===== src/rtl/alu_share_ctrl.sv =====
// alu_share_ctrl: round-robin arbiter/sequencer that shares one external
// combinational ALU among NREQ requesters. A granted request is latched onto
// the ALU inputs, its result is captured one cycle later, and it is returned
// on a single ID-tagged response channel with valid/ready backpressure.
module alu_share_ctrl #(
    parameter int NREQ = 4,
    parameter int IDW  = 2
) (
    input  logic              clk,
    input  logic              rst_n,
    input  logic [NREQ-1:0]   req_valid_i,
    output logic [NREQ-1:0]   req_ready_o,
    input  logic [2*NREQ-1:0] req_a_i,
    input  logic [2*NREQ-1:0] req_b_i,
    input  logic [2*NREQ-1:0] req_ctrl_i,
    output logic [1:0]        alu_a_o,
    output logic [1:0]        alu_b_o,
    output logic [1:0]        alu_ctrl_o,
    input  logic [3:0]        alu_y_i,
    input  logic              alu_c_i,
    output logic              rsp_valid_o,
    input  logic              rsp_ready_i,
    output logic [IDW-1:0]    rsp_id_o,
    output logic [3:0]        rsp_y_o,
    output logic              rsp_c_o,
    output logic              busy_o
);

    typedef enum logic [1:0] {
        ST_IDLE = 2'd0,
        ST_EXEC = 2'd1,
        ST_RESP = 2'd2
    } state_t;

    state_t         state_q, state_d;
    logic [IDW-1:0] ptr_q;
    logic [IDW-1:0] ptr_next_s;
    logic [IDW-1:0] grant_s;
    logic           grant_vld_s;
    logic           accept_s;
    logic [1:0]     alu_a_q, alu_b_q, alu_ctrl_q;
    logic [IDW-1:0] rsp_id_q;
    logic [3:0]     rsp_y_q;
    logic           rsp_c_q;

    // Round-robin search: first valid requester starting at ptr, wrapping mod NREQ.
    always_comb begin
        logic [IDW:0] idx_v;
        idx_v       = {(IDW+1){1'b0}};
        grant_s     = ptr_q;
        grant_vld_s = 1'b0;
        for (int k = 0; k < NREQ; k++) begin
            idx_v = {1'b0, ptr_q} + (IDW+1)'(k);
            if (idx_v >= (IDW+1)'(NREQ)) begin
                idx_v = idx_v - (IDW+1)'(NREQ);
            end else begin
                idx_v = idx_v;
            end
            if (!grant_vld_s && req_valid_i[idx_v[IDW-1:0]]) begin
                grant_s     = idx_v[IDW-1:0];
                grant_vld_s = 1'b1;
            end else begin
                grant_vld_s = grant_vld_s;
            end
        end
    end

    assign accept_s   = (state_q == ST_IDLE) && grant_vld_s;
    // The granted requester drops to lowest priority.
    assign ptr_next_s = (grant_s == IDW'(NREQ - 1)) ? IDW'(0) : grant_s + IDW'(1);

    // State register.
    always_ff @(posedge clk or negedge rst_n) begin
        if (!rst_n) begin
            state_q <= ST_IDLE;
        end else begin
            state_q <= state_d;
        end
    end

    // Next-state logic: accept -> one EXEC cycle -> RESP until the response is taken.
    always_comb begin
        state_d = state_q;
        case (state_q)
            ST_IDLE: begin
                if (accept_s) begin
                    state_d = ST_EXEC;
                end else begin
                    state_d = ST_IDLE;
                end
            end
            ST_EXEC: state_d = ST_RESP;
            ST_RESP: begin
                if (rsp_ready_i) begin
                    state_d = ST_IDLE;
                end else begin
                    state_d = ST_RESP;
                end
            end
            default: state_d = ST_IDLE;
        endcase
    end

    // Output decode: ready only in IDLE toward the grant, and never while in reset.
    always_comb begin
        req_ready_o = {NREQ{1'b0}};
        if ((state_q == ST_IDLE) && grant_vld_s && rst_n) begin
            req_ready_o = NREQ'(1) << grant_s;
        end else begin
            req_ready_o = {NREQ{1'b0}};
        end
        rsp_valid_o = (state_q == ST_RESP);
        busy_o      = (state_q != ST_IDLE);
    end

    // Datapath: latch operands/ID/pointer on accept, capture ALU result during EXEC.
    always_ff @(posedge clk or negedge rst_n) begin
        if (!rst_n) begin
            ptr_q      <= IDW'(0);
            alu_a_q    <= 2'b00;
            alu_b_q    <= 2'b00;
            alu_ctrl_q <= 2'b00;
            rsp_id_q   <= IDW'(0);
            rsp_y_q    <= 4'h0;
            rsp_c_q    <= 1'b0;
        end else begin
            if (accept_s) begin
                alu_a_q    <= req_a_i[{grant_s, 1'b0} +: 2];
                alu_b_q    <= req_b_i[{grant_s, 1'b0} +: 2];
                alu_ctrl_q <= req_ctrl_i[{grant_s, 1'b0} +: 2];
                rsp_id_q   <= grant_s;
                ptr_q      <= ptr_next_s;
            end
            if (state_q == ST_EXEC) begin
                rsp_y_q <= alu_y_i;
                rsp_c_q <= alu_c_i;
            end
        end
    end

    assign alu_a_o    = alu_a_q;
    assign alu_b_o    = alu_b_q;
    assign alu_ctrl_o = alu_ctrl_q;
    assign rsp_id_o   = rsp_id_q;
    assign rsp_y_o    = rsp_y_q;
    assign rsp_c_o    = rsp_c_q;

endmodule


===== config.mk =====
export PLATFORM = sky130hd
export DESIGN_NAME = alu_share_ctrl
export DESIGN_NICKNAME = d
export VERILOG_FILES = /design/src/rtl/alu_share_ctrl.sv
export SDC_FILE = /design/constraint.sdc
export NUM_CORES = 1
export LEC_CHECK = 0
export ABC_CLOCK_PERIOD_IN_PS = 5800
export CELL_PAD_IN_SITES_DETAIL_PLACEMENT = 1
export CELL_PAD_IN_SITES_GLOBAL_PLACEMENT = 2
export CORE_AREA = 2 2 70 72
export CTS_CLUSTER_DIAMETER = 100
export DETAILED_ROUTE_END_ITERATION = 12
export DIE_AREA = 0 0 72 74
export GPL_ROUTABILITY_DRIVEN = 0
export PLACE_DENSITY_LB_ADDON = 0.08
export SYNTH_ARGS = -nofsm -noshare
export SYNTH_HDL_FRONTEND = slang
export SYNTH_SLANG_ARGS = --single-unit

===== constraint.sdc =====
create_clock -name clk -period 5.8 [get_ports clk]
set_clock_uncertainty 0.05 [all_clocks]
set_input_delay 1.45 -clock clk [delete_from_list [all_inputs] [get_ports clk]]
set_output_delay 1.45 -clock clk [all_outputs]
set_load 0.03 [all_outputs]

Word-level counts from Yosys, hierarchy flattened

Index checks and enable logic that the tools add are counted.

Register bits after elaboration: 17
Bits of input ports: 36
Output and inout port bits: 19
Word-level logic and storage cells: 66

$add $sub $neg: 8
Magnitude comparators: 8
Eq/ne operators: 3
Shifts and indexed selects: 4
Multiplexer cells: 25
Reduce and logical (&&, ||, !) cells: 10

Operator list:

| cell                                                | count |
|---|---|
| variable part select 8 x 4 -> 2 bit                 | 3 |
| 2-to-1 mux 2 bit                                    | 10 |
| < comparator 2 x 3 -> 1 bit, second input constant  | 4 |
| >= comparator 3 bit, second input constant          | 3 |
| 2-to-1 mux 1 bit                                    | 9 |
| binary-select mux 1 bit (select 2 bit)              | 4 |
| subtractor 2 x 1 -> 2 bit, second input constant    | 4 |
| adder 2 x 2 -> 3 bit, second input constant         | 2 |
| one-hot mux 2 bit (3 select lines)                  | 1 |
| logical AND 1 bit                                   | 5 |
| equality test 2 bit, second input constant          | 2 |
| 2-to-1 mux 4 bit                                    | 1 |
| left shift 1 x 2 -> 4 bit, first input constant     | 1 |
| adder 2 x 1 -> 3 bit, second input constant         | 1 |
| >= comparator 2 x 3 -> 1 bit, second input constant | 1 |
| zero test 1 bit                                     | 3 |
| adder 2 x 1 -> 2 bit, second input constant         | 1 |
| equality test 2 x 1 -> 1 bit, second input constant | 1 |
| zero test 2 bit                                     | 1 |
| nonzero test 2 bit                                  | 1 |

Longest topological paths before layout

Gate-level depths: netlist (run 1).

Word-level depth: 17
Mapped depth: 8
Gate-level depth less buffers: 7

Worst setup path before layout (run 1)

No wires, ideal clock.

Path kind: input-to-output
From: input req_valid_i[0]
To: output req_ready_o[3]
Arrival time: 2.759 ns
Data required time: 4.300 ns
Setup slack: 1.541 ns
Stages: 6
Buffers on the path: 0
Cells stage by stage: nor2b_2 > a2111oi_4 > nor2_4 > inv_6 > ha_1 > and3_1

Word-level cells in the longest chain between the ends: 15
Elaborated cells on any way between the ends: 26
Classes of those cells: shift (1); mux (17); reduce/logical (8)

Ends and longest elaborated chain:

| what                                   | line | RTL |
|---|---|---|
| start: declaration                     | 11   | `input logic [NREQ-1:0] req_valid_i,` |
| binary-select mux 1 bit (select 2 bit) | 59   | `if (!grant_vld_s && req_valid_i[idx_v[IDW-1:0]]) begin` |
| 2-to-1 mux 1 bit (implied by the code) | 59   |  |
| 2-to-1 mux 1 bit                       | 59   |  |
| zero test 1 bit                        | 59   |  |
| logical AND 1 bit                      | 59   |  |
| 2-to-1 mux 1 bit                       | 59   |  |
| zero test 1 bit                        | 59   |  |
| logical AND 1 bit                      | 59   |  |
| 2-to-1 mux 1 bit                       | 59   |  |
| zero test 1 bit                        | 59   |  |
| logical AND 1 bit                      | 59   |  |
| 2-to-1 mux 1 bit                       | 59   |  |
| logical AND 1 bit (2 in series)        | 107  | `if ((state_q == ST_IDLE) && grant_vld_s && rst_n) begin` |
| 2-to-1 mux 4 bit *                     | 107  |  |
| end: declaration                       | 12   | `output logic [NREQ-1:0] req_ready_o,` |

Every way passes the cells marked *; elsewhere a longest branch is shown, timed or not. The select of a mux whose other input is x is not followed.

Worst setup path in the final report (run 1)

From: input req_valid_i[3]
To: output req_ready_o[3]

The elaborated chain is that of the path after synthesis.

==> results of run 1 <==
[where the power goes]
part,switching (mW),internal [mW]
clock,0.0433,0.0477
sequential,0.0418,0.179
combinational,0.281,0.239
total,0.367,0.466
[registers in the layout, indices dropped and copies added, names as in the netlist]
register / cells
alu_ctrl_o: 2
rsp_c_o: 1
state_q: 2
alu_b_o: 2
rsp_id_o: 2
ptr_q: 2
alu_a_o: 2
rsp_y_o: 4
[tightest hold or removal path, delay by kind of cell, from the launching register on]
family	cells	cell delay [ns]
flip-flops	1	0.36
AND/OR/NAND/NOR	2	0.11
[final cells by class]
cell class                 count  area share
multi-input combinational     73       0.333
timing repair buffer          56       0.333
sequential                    17       0.255
tap                           54      0.0404
clock buffer                   3      0.0247
inverter                       4      0.0120
clock inverter                 1     0.00300
[cells by family after synthesis]
family	count (synthesis)	synth area share
compound gates	29	0.218
simple gates	32	0.171
fa+ha+maj	1	0.0123
buf+inv	7	0.0380
mux	11	0.144
flops	17	0.417
[Yosys cell counts]
master,number
clkbuf_1,2
nor3_1,1
nor2_1,3
nor3_2,1
o21a_1,1
or2_0,1
o2111ai_1,1
nor2_4,1
buf_6,1
nand2b_1,1
a21oi_1,6
inv_1,2
dfrtp_1,17
and3_1,1
inv_2,1
nor2b_1,5
a2111oi_4,1
a221o_1,6
nor2b_2,1
nand3_1,7
ha_1,1
o21a_2,1
or2_1,1
inv_6,1
a2bb2oi_1,1
o211ai_1,1
nor4_1,1
o21ai_0,9
mux2_4,6
mux2_2,5
a2111o_1,1
nand2_1,8
a21o_1,1
[routing by layer]
layer  GRT usage  up-vias  part of all wire  wire [microns]
li1            -      474                 -               -
met1       0.158      472              0.44            1340
met2       0.204       26              0.51            1540
met3      0.0203        2             0.049             148
met4      0.0314        0            0.0033              10
met5           0        -                 0               0
[worst max-delay path by stage]
stage	cells after the start	endpoint	slack, ns	startpoint
final	8	req_ready_o[3]	0.34	req_valid_i[3]
after floorplan	6	req_ready_o[3]	1.54	req_valid_i[0]
after global placement	8	req_ready_o[3]	0.40	req_valid_i[3]
after detailed placement	8	req_ready_o[3]	0.31	req_valid_i[3]
after CTS	8	req_ready_o[3]	0.31	req_valid_i[3]
after global routing	8	req_ready_o[3]	0.17	req_valid_i[3]
==> out/summary.txt, run 1 <==
Dominant cell type by area after synthesis -> dfrtp_1
Fmax -> 183 MHz
Die Height -> 74 microns
Clock transition at path regs -> 0.07 ns
Vias in the first global route -> 1050
Leakage -> 0.681 nW
Router iterations before antenna repair -> 4
CTS tree -> done
Post-route cell area -> 0.00167 sq mm
R2R setup slack -> 3.58 ns
Root buffer cell -> clkbuf_8
Diode count -> 0
Post-route DRC -> 0
Nets -> 192
Layout cell share with drive strength beyond 1 -> 0.156
CP Max Fanout -> 9
Initial DRC Count -> 15
Reg-to-Reg End -> alu_b_o[1]
Initial antenna violation count -> 0
Placed Area -> 0.00162 sq mm
Seq/Total Area, Yosys -> 0.417
Post-synth cell types -> 33
Slew Limit Fails -> 0
Final Hold Fails -> 0
DP Wirelength -> 2540 microns
Filler cells -> 515
Worst path required time -> 4.30 ns
Via count -> 974
Full die area -> 0.00533 sq mm
CP max-delay cell -> clkdlybuf4s50_1
Clock buffer depth -> 2
Max H-tree Level -> 1
WS Path Type -> primary input to output pin
Mapped Cells -> 97
Startpoint Class -> primary input
WL/cell -> 14.6 microns
Hold Crit Class -> flip-flop to flip-flop
CP Buf/Inv Count -> 3
Setup ws final -> 0.341 ns
Slew @ Worst Pin -> 0.708 ns
Synth top area share -> 0.417
Syn avg cell area -> 10.5 sq um
Post-synthesis register bit count -> 17
Num rows -> 25
Critical R2R Launch -> ptr_q[1]
Syn Nets -> 134
Synth top area cells -> dfrtp_1 42%, mux2_4 8.8%, a221o_1 5.9%
Top Family by Delay on Critical Path -> buffers and inverters
ANT nets after route -> 0
VDD IR max -> 183 uV
CTS resizes -> 0
Hold Crit Start -> rsp_id_o[0]
Pwr Total -> 0.833 mW
Via/cell ratio -> 4.68
Most Frequent Cell on Critical Path -> clkdlybuf4s50_1
I/O Buffers -> 54
Area Growth Syn to Fin -> 63.8%
CP Cell Sequence -> clkdlybuf4s50_1 > nor2b_2 > a2111oi_4 > nor2_4 > inv_6 > ha_1 > and3_1 > clkdlybuf4s50_1
Power Density -> 499 mW/mm^2
Area of the multi-input gates -> 556 sq um
Most common cell after layout, fill and taps aside -> clkdlybuf4s50_1
Relative slew slack -> 0.523
First-pass GRT wire length -> 4960 microns
Largest net degree at the start of global routing -> 13
Number of primary I/O pins -> 55
Chip Width -> 72 microns
Outcome -> finished clean
Final setup TNS -> 0 ns
Post-synthesis cell area -> 0.00102 sq mm
Remaining global-route overflow -> 0
Worst Hold Depth -> 2
Hold buffers post-CTS -> 0
Setup Slack @ Placement -> 0.314 ns
Crit. End Element -> output pin
Non-filler cells, final -> 208
Commonest cells after routing, fill and taps aside -> 54 x clkdlybuf4s50_1, 17 x dfrtp_1, 9 x o21ai_0, 8 x nand2_1, 7 x nand3_1
Core area -> 0.00460 sq mm
CTS buffer count -> 3
Largest stage delay, worst path -> 0.66 ns
Hold-critical path endpoint -> rsp_id_o[0]
Sink Count -> 17
Register area -> 425 sq um
Worst hold slack -> 0.451 ns
MaxCap Viol Count -> 0
Starting Density -> 0.222
Insertion delay to the later sink of the worst-skew pair -> 0.25 ns
Cells after DPL -> 204
# Post-CTS Setup Buffers -> 0
Critical path arrival -> 3.96 ns
Yosys warns -> 0
Final setup fails -> 0
Fin crit period -> 5.46 ns
RSZ-0062 raised after global routing -> false
Crit share post-route -> 0.941
Routed WL -> 3040 microns
Worst R2R Path Depth -> 6
Core Util, Final -> 0.363
GRT Total Usage -> 0.119
No activity file was read; power rests on OpenSTA's default activity.
==> run 2, diff against run 1 <==
- ABC_AREA: unset -> 1
- CORE_AREA: 2 2 70 72 -> 2 2 80 82
- DIE_AREA: 0 0 72 74 -> 0 0 82 84
==> run 2 against run 1 <==
Non-clock buffer count increased by 2. Utilization decreased by 3.5 points. Combinational power increased by 89%. Wire length increased by 43%. Highest routed layer is now met3. Register-to-register slack got worse by 0.29 ns. Power increased by 57%.
==> out/summary.txt, run 2 <==
Outcome -> finished clean
WL/cell -> 12.7 microns (-13%)
Synth Area in Compound Gates -> 0.0149 (-0.203)
CTS resizes -> 0 (unchanged)
Root buffer cell -> clkbuf_8
Fmax -> 186 MHz (+1.4%)
Slew @ Worst Pin -> 0.474 ns (-0.234 ns)
Filler cells -> 785 (+52%)
Via count -> 1501 (+54%)
Routed WL -> 4350 microns (+43%)
Xor and xnor fraction of the mapped netlist area -> 0 (unchanged)
List of most frequent post-synthesis cells -> 102 x nand2_1, 36 x nand3_1, 17 x dfrtp_1
CP Max Fanout -> 9 (unchanged)
Sink Count -> 17 (unchanged)
Synth Flop Type -> dfrtp_1
Vias in the first global route -> 1596 (+52%)
CTS tree -> done
Cells after DPL -> 338 (+66%)
Leakage -> 0.995 nW (+46%)
Synthesized-area fraction occupied by and/or/nand/nor cells -> 0.537 (+0.366)
Setup ws final -> 0.419 ns (+0.0773 ns)
EDFF count, synth -> 0 (unchanged)
Startpoint Class -> primary input
Clk pwr share -> 0.067 (-0.042)
Post-synthesis cell area -> 0.00134 sq mm (+32%)
WS Path Type -> primary input to output pin
Worst hold slack -> 0.429 ns (-0.0218 ns)
Yosys warns -> 0 (unchanged)
Pwr Total -> 1.31 mW (+57%)
Commonest cells after routing, fill and taps aside -> 102 x nand2_1, 54 x clkdlybuf4s50_1, 36 x nand3_1, 17 x dfrtp_1, 10 x inv_1
# Post-CTS Setup Buffers -> 0 (unchanged)
Combinational power share -> 0.753 (+0.128)
Core area -> 0.00610 sq mm (+33%)
Final setup TNS -> 0 ns (unchanged)
Critical path arrival -> 3.88 ns (-0.08 ns)
Largest family of logic cells by synthesized area -> simple AND/OR/NAND/NOR gates
MaxCap Viol Count -> 0 (unchanged)
Syn Nets -> 247 (+84%)
Syn avg cell area -> 6.39 sq um (-39%)
Cell with the most instances after synthesis -> nand2_1
Via/cell ratio -> 4.39 (-6.3%)
Diode count -> 0 (unchanged)
Most common cell after layout, fill and taps aside -> nand2_1
I/O Buffers -> 54 (unchanged)
Nets -> 303 (+58%)
Initial DRC Count -> 44 (+29)
Chip Width -> 82 microns (+14%)
RSZ-0062 raised after global routing -> false
Starting Density -> 0.220 (-0.00153)
Crit. End Element -> output pin
Synth top area cells -> dfrtp_1 32%, nand2_1 29%, nand3_1 13%
Seq/Total Area, Yosys -> 0.317 (-0.100)
Area Growth Syn to Fin -> 49.2%
Remaining global-route overflow -> 0 (unchanged)
Die Height -> 84 microns (+14%)
DP Wirelength -> 3500 microns (+38%)
Full die area -> 0.00689 sq mm (+29%)
Crit share post-route -> 0.928 (-0.0133)
Final setup fails -> 0 (unchanged)
Fraction of the mapped netlist area in adder cells -> 0.00932 (-0.00295)
Mapped Cells -> 210 (+120%)
Post-route DRC -> 0 (unchanged)
Insertion delay to the later sink of the worst-skew pair -> 0.25 ns (about the same)
Post-synth cell types -> 21 (-36%)
Clock buffer depth -> 2 (unchanged)
Final Hold Fails -> 0 (unchanged)
Num rows -> 29 (+16%)
Router iterations before antenna repair -> 3 (-1)
Sw frac -> 0.558 (+0.118)
Number of primary I/O pins -> 55 (unchanged)
Hold buffers post-CTS -> 0 (unchanged)
Hold Crit Class -> flip-flop to flip-flop
Layout cell share with drive strength beyond 1 -> 0.113 (-0.0426)
Post-synthesis register bit count -> 17 (unchanged)
Initial antenna violation count -> 0 (unchanged)
Setup Slack @ Placement -> 0.423 ns (+0.110 ns)
Area of the multi-input gates -> 810 sq um (+46%)
Slew Limit Fails -> 0 (unchanged)
First-pass GRT wire length -> 7300 microns (+47%)
Register area -> 425 sq um (unchanged)
VDD IR max -> 268 uV (+46%)
FFs w/ async S/R, synth -> 1.00 (unchanged)
Max reg flops -> 4 (unchanged)
Fin crit period -> 5.38 ns (-0.0773 ns)
Post-synthesis mux area share -> 0.0419 (-0.102)
Worst path required time -> 4.30 ns (about the same)
Synth top area share -> 0.317 (-0.100)
GRT Total Usage -> 0.134 (+0.0151)
Share of power burned in registers -> 0.179 (-0.086)
Clock transition at path regs -> 0.06 ns (about the same)
Max H-tree Level -> 1 (unchanged)
Power Density -> 652 mW/mm^2 (+31%)
Dominant cell type by area after synthesis -> dfrtp_1
ANT nets after route -> 0 (unchanged)
Non-filler cells, final -> 342 (+64%)
CTS buffer count -> 3 (unchanged)
Largest net degree at the start of global routing -> 18 (+5)
Relative slew slack -> 0.684 (+0.161)
Int Pwr -> 0.577 mW (+24%)
NetSw -> 0.730 mW (+99%)
## run 2: cell count changes after synthesis, moves of 7 or more
cell,previous run,this run
nand2_1,8,102
nand3_1,7,36
inv_1,2,10
nand2_2,0,8
o21ai_0,9,2
## run 2: routing by layer
layer  GRT usage  vias to the layer above  routed length (microns)
li1            -                      779                        -
met1       0.182                      689                     2000
met2       0.223                       33                     2140
met3      0.0314                        0                      209
met4      0.0136                        0                        0
met5           0                        -                        0
## run 2: worst max-delay path: stages
cell and delay (ns):
clkdlybuf4s50_1 0.52, nand2_1 0.06, nand2_1 0.13, nand2_1 0.08
nand2_2 0.11, nand2_1 0.10, nand2_1 0.07, nand2_1 0.06
nand2_2 0.07, nand2_2 0.15, inv_2 0.12, ha_1 0.15
inv_1 0.04, nor2_1 0.10, clkdlybuf4s50_1 0.69
## run 2: cell type report
type | instances | share of cell area
Tap cell | 77 | 0.0481
Clock inverter | 1 | 0.00250
Multi-Input combinational cell | 172 | 0.404
Inverter | 14 | 0.0275
Clock buffer | 3 | 0.0206
Timing Repair Buffer | 58 | 0.285
Sequential cell | 17 | 0.212
## run 2: path summary, 6_finish.rpt
check | start | endpoint | slack [ns] | cells after the start
min in group asynchronous | rst_n | ptr_q[0] | 1.57 | 2
max in group asynchronous | rst_n | alu_a_o[1] | 3.94 | 2
max reg2reg | ptr_q[0] | ptr_q[1] | 3.29 | 12
min reg2reg | alu_b_o[0] | alu_b_o[0] | 0.43 | 2
max | req_valid_i[2] | req_ready_o[3] | 0.42 | 15
min | alu_b_o[0] | alu_b_o[0] | 0.43 | 2
## run 2: cells by family (layout without fill, tap and decap cells)
logic type                 Yosys count  after routing
AOI/OAI and AO/OA                    4              4
adders and majority gates            1              1
buffers and inverters               21             76
DFF                                 17             17
muxes                                5              5
and+or+nand+nor                    162            162
## run 2: through the flow
step,utilization,cell area (sq um)
floorplan,-,1340
global placement,0.321,1960
detailed placement,0.321,1960
CTS,0.329,2000
global route,0.329,2000
finish,0.329,2000
## run 2: power by group through the flow
stage | logic (mW) | registers [mW] | clock network [mW]
final | 0.985 | 0.234 | 0.0882
after global routing | 1.13 | 0.245 | 0.0984
after CTS | 1.01 | 0.237 | 0.0922
after detailed placement | 1.00 | 0.239 | 0
after global placement | 1.01 | 0.238 | 0
after floorplan | 0.628 | 0.301 | 0
==> run 3, diff against run 2 <==
- PLACE_DENSITY_LB_ADDON: 0.08 -> 0.1
==> run 3 against run 2 <==
Largest power group unchanged. Combinational power decreased by 1%. Wire length is 1.6% lower. Utilization fell by 0.12 points. Global-route usage shrank 0.26 points. Die area unchanged.
==> out/summary.txt, run 3 (same netlist as run 2, synthesis figures left out) <==
CTS buffer count -> 3 (unchanged)
Sink Count -> 17 (unchanged)
Hold Crit Class -> flip-flop to flip-flop
Startpoint Class -> primary input
Final Hold Fails -> 0 (unchanged)
Fin crit period -> 5.50 ns (+0.120 ns)
RSZ-0062 raised after global routing -> false
Number of primary I/O pins -> 55 (unchanged)
Layout cell share with drive strength beyond 1 -> 0.110 (-0.00336)
# Post-CTS Setup Buffers -> 0 (unchanged)
Starting Density -> 0.220 (unchanged)
Final setup fails -> 0 (unchanged)
Fmax -> 182 MHz (-2.2%)
Routed WL -> 4280 microns (-1.6%)
I/O Buffers -> 54 (unchanged)
VDD IR max -> 207 uV (-23%)
Clock buffer depth -> 2 (unchanged)
Non-filler cells, final -> 341 (-0.29%)
Via/cell ratio -> 4.40 (+0.23%)
Outcome -> finished clean
Initial DRC Count -> 39 (-11%)
Chip Width -> 82 microns (unchanged)
Power Density -> 649 mW/mm^2 (-0.49%)
Slew Limit Fails -> 0 (unchanged)
Critical R2R Launch -> ptr_q[0]
Combinational power share -> 0.751 (-0.002)
Hold buffers post-CTS -> 0 (unchanged)
CTS tree -> done
Area Growth Syn to Fin -> 48.6%
Critical path arrival -> 4.00 ns (+0.12 ns)
Root buffer cell -> clkbuf_8
Commonest cells after routing, fill and taps aside -> 102 x nand2_1, 54 x clkdlybuf4s50_1, 36 x nand3_1, 17 x dfrtp_1, 10 x inv_1
Share of power burned in registers -> 0.181 (+0.002)
Crit share post-route -> 0.949 (+0.0208)
Vias in the first global route -> 1573 (-1.4%)
Die Height -> 84 microns (unchanged)
Hold Crit Start -> alu_b_o[0]
Num rows -> 29 (unchanged)
Leakage -> 0.990 nW (-0.49%)
Clk pwr share -> 0.068 (about the same)
Crit. End Element -> output pin
Initial antenna violation count -> 0 (unchanged)
Slew @ Worst Pin -> 0.477 ns (+0.00259 ns)
DP Wirelength -> 3430 microns (-2.2%)
Via count -> 1500 (-0.067%)
Insertion delay to the later sink of the worst-skew pair -> 0.25 ns (about the same)
Post-route DRC -> 0 (unchanged)
Pwr Total -> 1.30 mW (-0.86%)
NetSw -> 0.728 mW (-0.30%)
Worst hold slack -> 0.434 ns (+0.00428 ns)
ANT nets after route -> 0 (unchanged)
Int Pwr -> 0.568 mW (-1.6%)
Nets -> 302 (-0.33%)
Worst path required time -> 4.30 ns (about the same)
Crit path from -> req_valid_i[0]
CP Max Fanout -> 11 (+2)
Cells after DPL -> 337 (-0.30%)
Max H-tree Level -> 1 (unchanged)
Clock transition at path regs -> 0.06 ns (about the same)
Largest net degree at the start of global routing -> 18 (unchanged)
Full die area -> 0.00689 sq mm (unchanged)
WS Path Type -> primary input to output pin
Max reg flops -> 4 (unchanged)
Most common cell after layout, fill and taps aside -> nand2_1
GRT Total Usage -> 0.132 (-0.00261)
Final setup TNS -> 0 ns (unchanged)
Core area -> 0.00610 sq mm (unchanged)
Diode count -> 0 (unchanged)
Router iterations before antenna repair -> 6 (+3)
WL/cell -> 12.5 microns (-1.3%)
Core Util, Final -> 0.327 (-0.00123)
MaxCap Viol Count -> 0 (unchanged)
Sw frac -> 0.562 (+0.00320)
Remaining global-route overflow -> 0 (unchanged)
Relative slew slack -> 0.682 (-0.00172)
First-pass GRT wire length -> 7090 microns (-2.9%)
CTS resizes -> 0 (unchanged)
run 3: cell count changes in the layout (fill, tap and decap cells not counted), sizes merged:
cell  change
buf       -1
run 3: final timing paths:
path	endpoint	depth (start not counted)	slack (ns)
worst min-delay path	alu_b_o[0]	2	0.43
max in group asynchronous	alu_a_o[0]	2	3.91
min in group asynchronous	ptr_q[0]	2	1.59
worst max register to register	ptr_q[1]	12	3.16
worst max-delay path	req_ready_o[3]	15	0.30
worst min register to register	alu_b_o[0]	2	0.43
run 3: metrics by stage:
stage,area (sq um),setup slack (ns)
finish,2000,0.298
global route,2000,0.0609
CTS,2000,0.265
detailed placement,1950,0.270
global placement,1950,0.379
floorplan,1340,1.46
run 3: worst max-delay path, stage by stage:
cell and delay, ns:
clkdlybuf4s50_1 0.52, nand2_1 0.07, nand2_1 0.11, nand2_1 0.07, nand2_2 0.11, nand2_1 0.10
nand2_1 0.07, nand2_1 0.06, nand2_2 0.18, nand2_2 0.18, inv_2 0.11, ha_1 0.14
inv_1 0.04, nor2_1 0.12, clkdlybuf4s50_1 0.68
run 3: power by group through the flow:
stage	sequential [mW]	clock (mW)	combinational (mW)
floorplan	0.301	0	0.628
global placement	0.238	0	0.994
detailed placement	0.239	0	0.995
CTS	0.236	0.0929	1.00
global route	0.244	0.0969	1.10
finish	0.235	0.0877	0.973
run 3: final cells by class:
class,instances,area [sq um]
clock buffers,3,41.3
clock inverters,1,5.00
fillers,757,4100
inverters,14,55.1
multi-input cells,172,810
flip-flops and latches,17,425
well taps,77,96.3
repair buffers,57,563
run 3: layer usage:
metal / up-vias / routed length, microns / track usage
li1: 776 / - / -
met1: 679 / 2020 / 0.172
met2: 39 / 2020 / 0.213
met3: 6 / 151 / 0.0281
met4: 0 / 87 / 0.0424
met5: - / 0 / 0
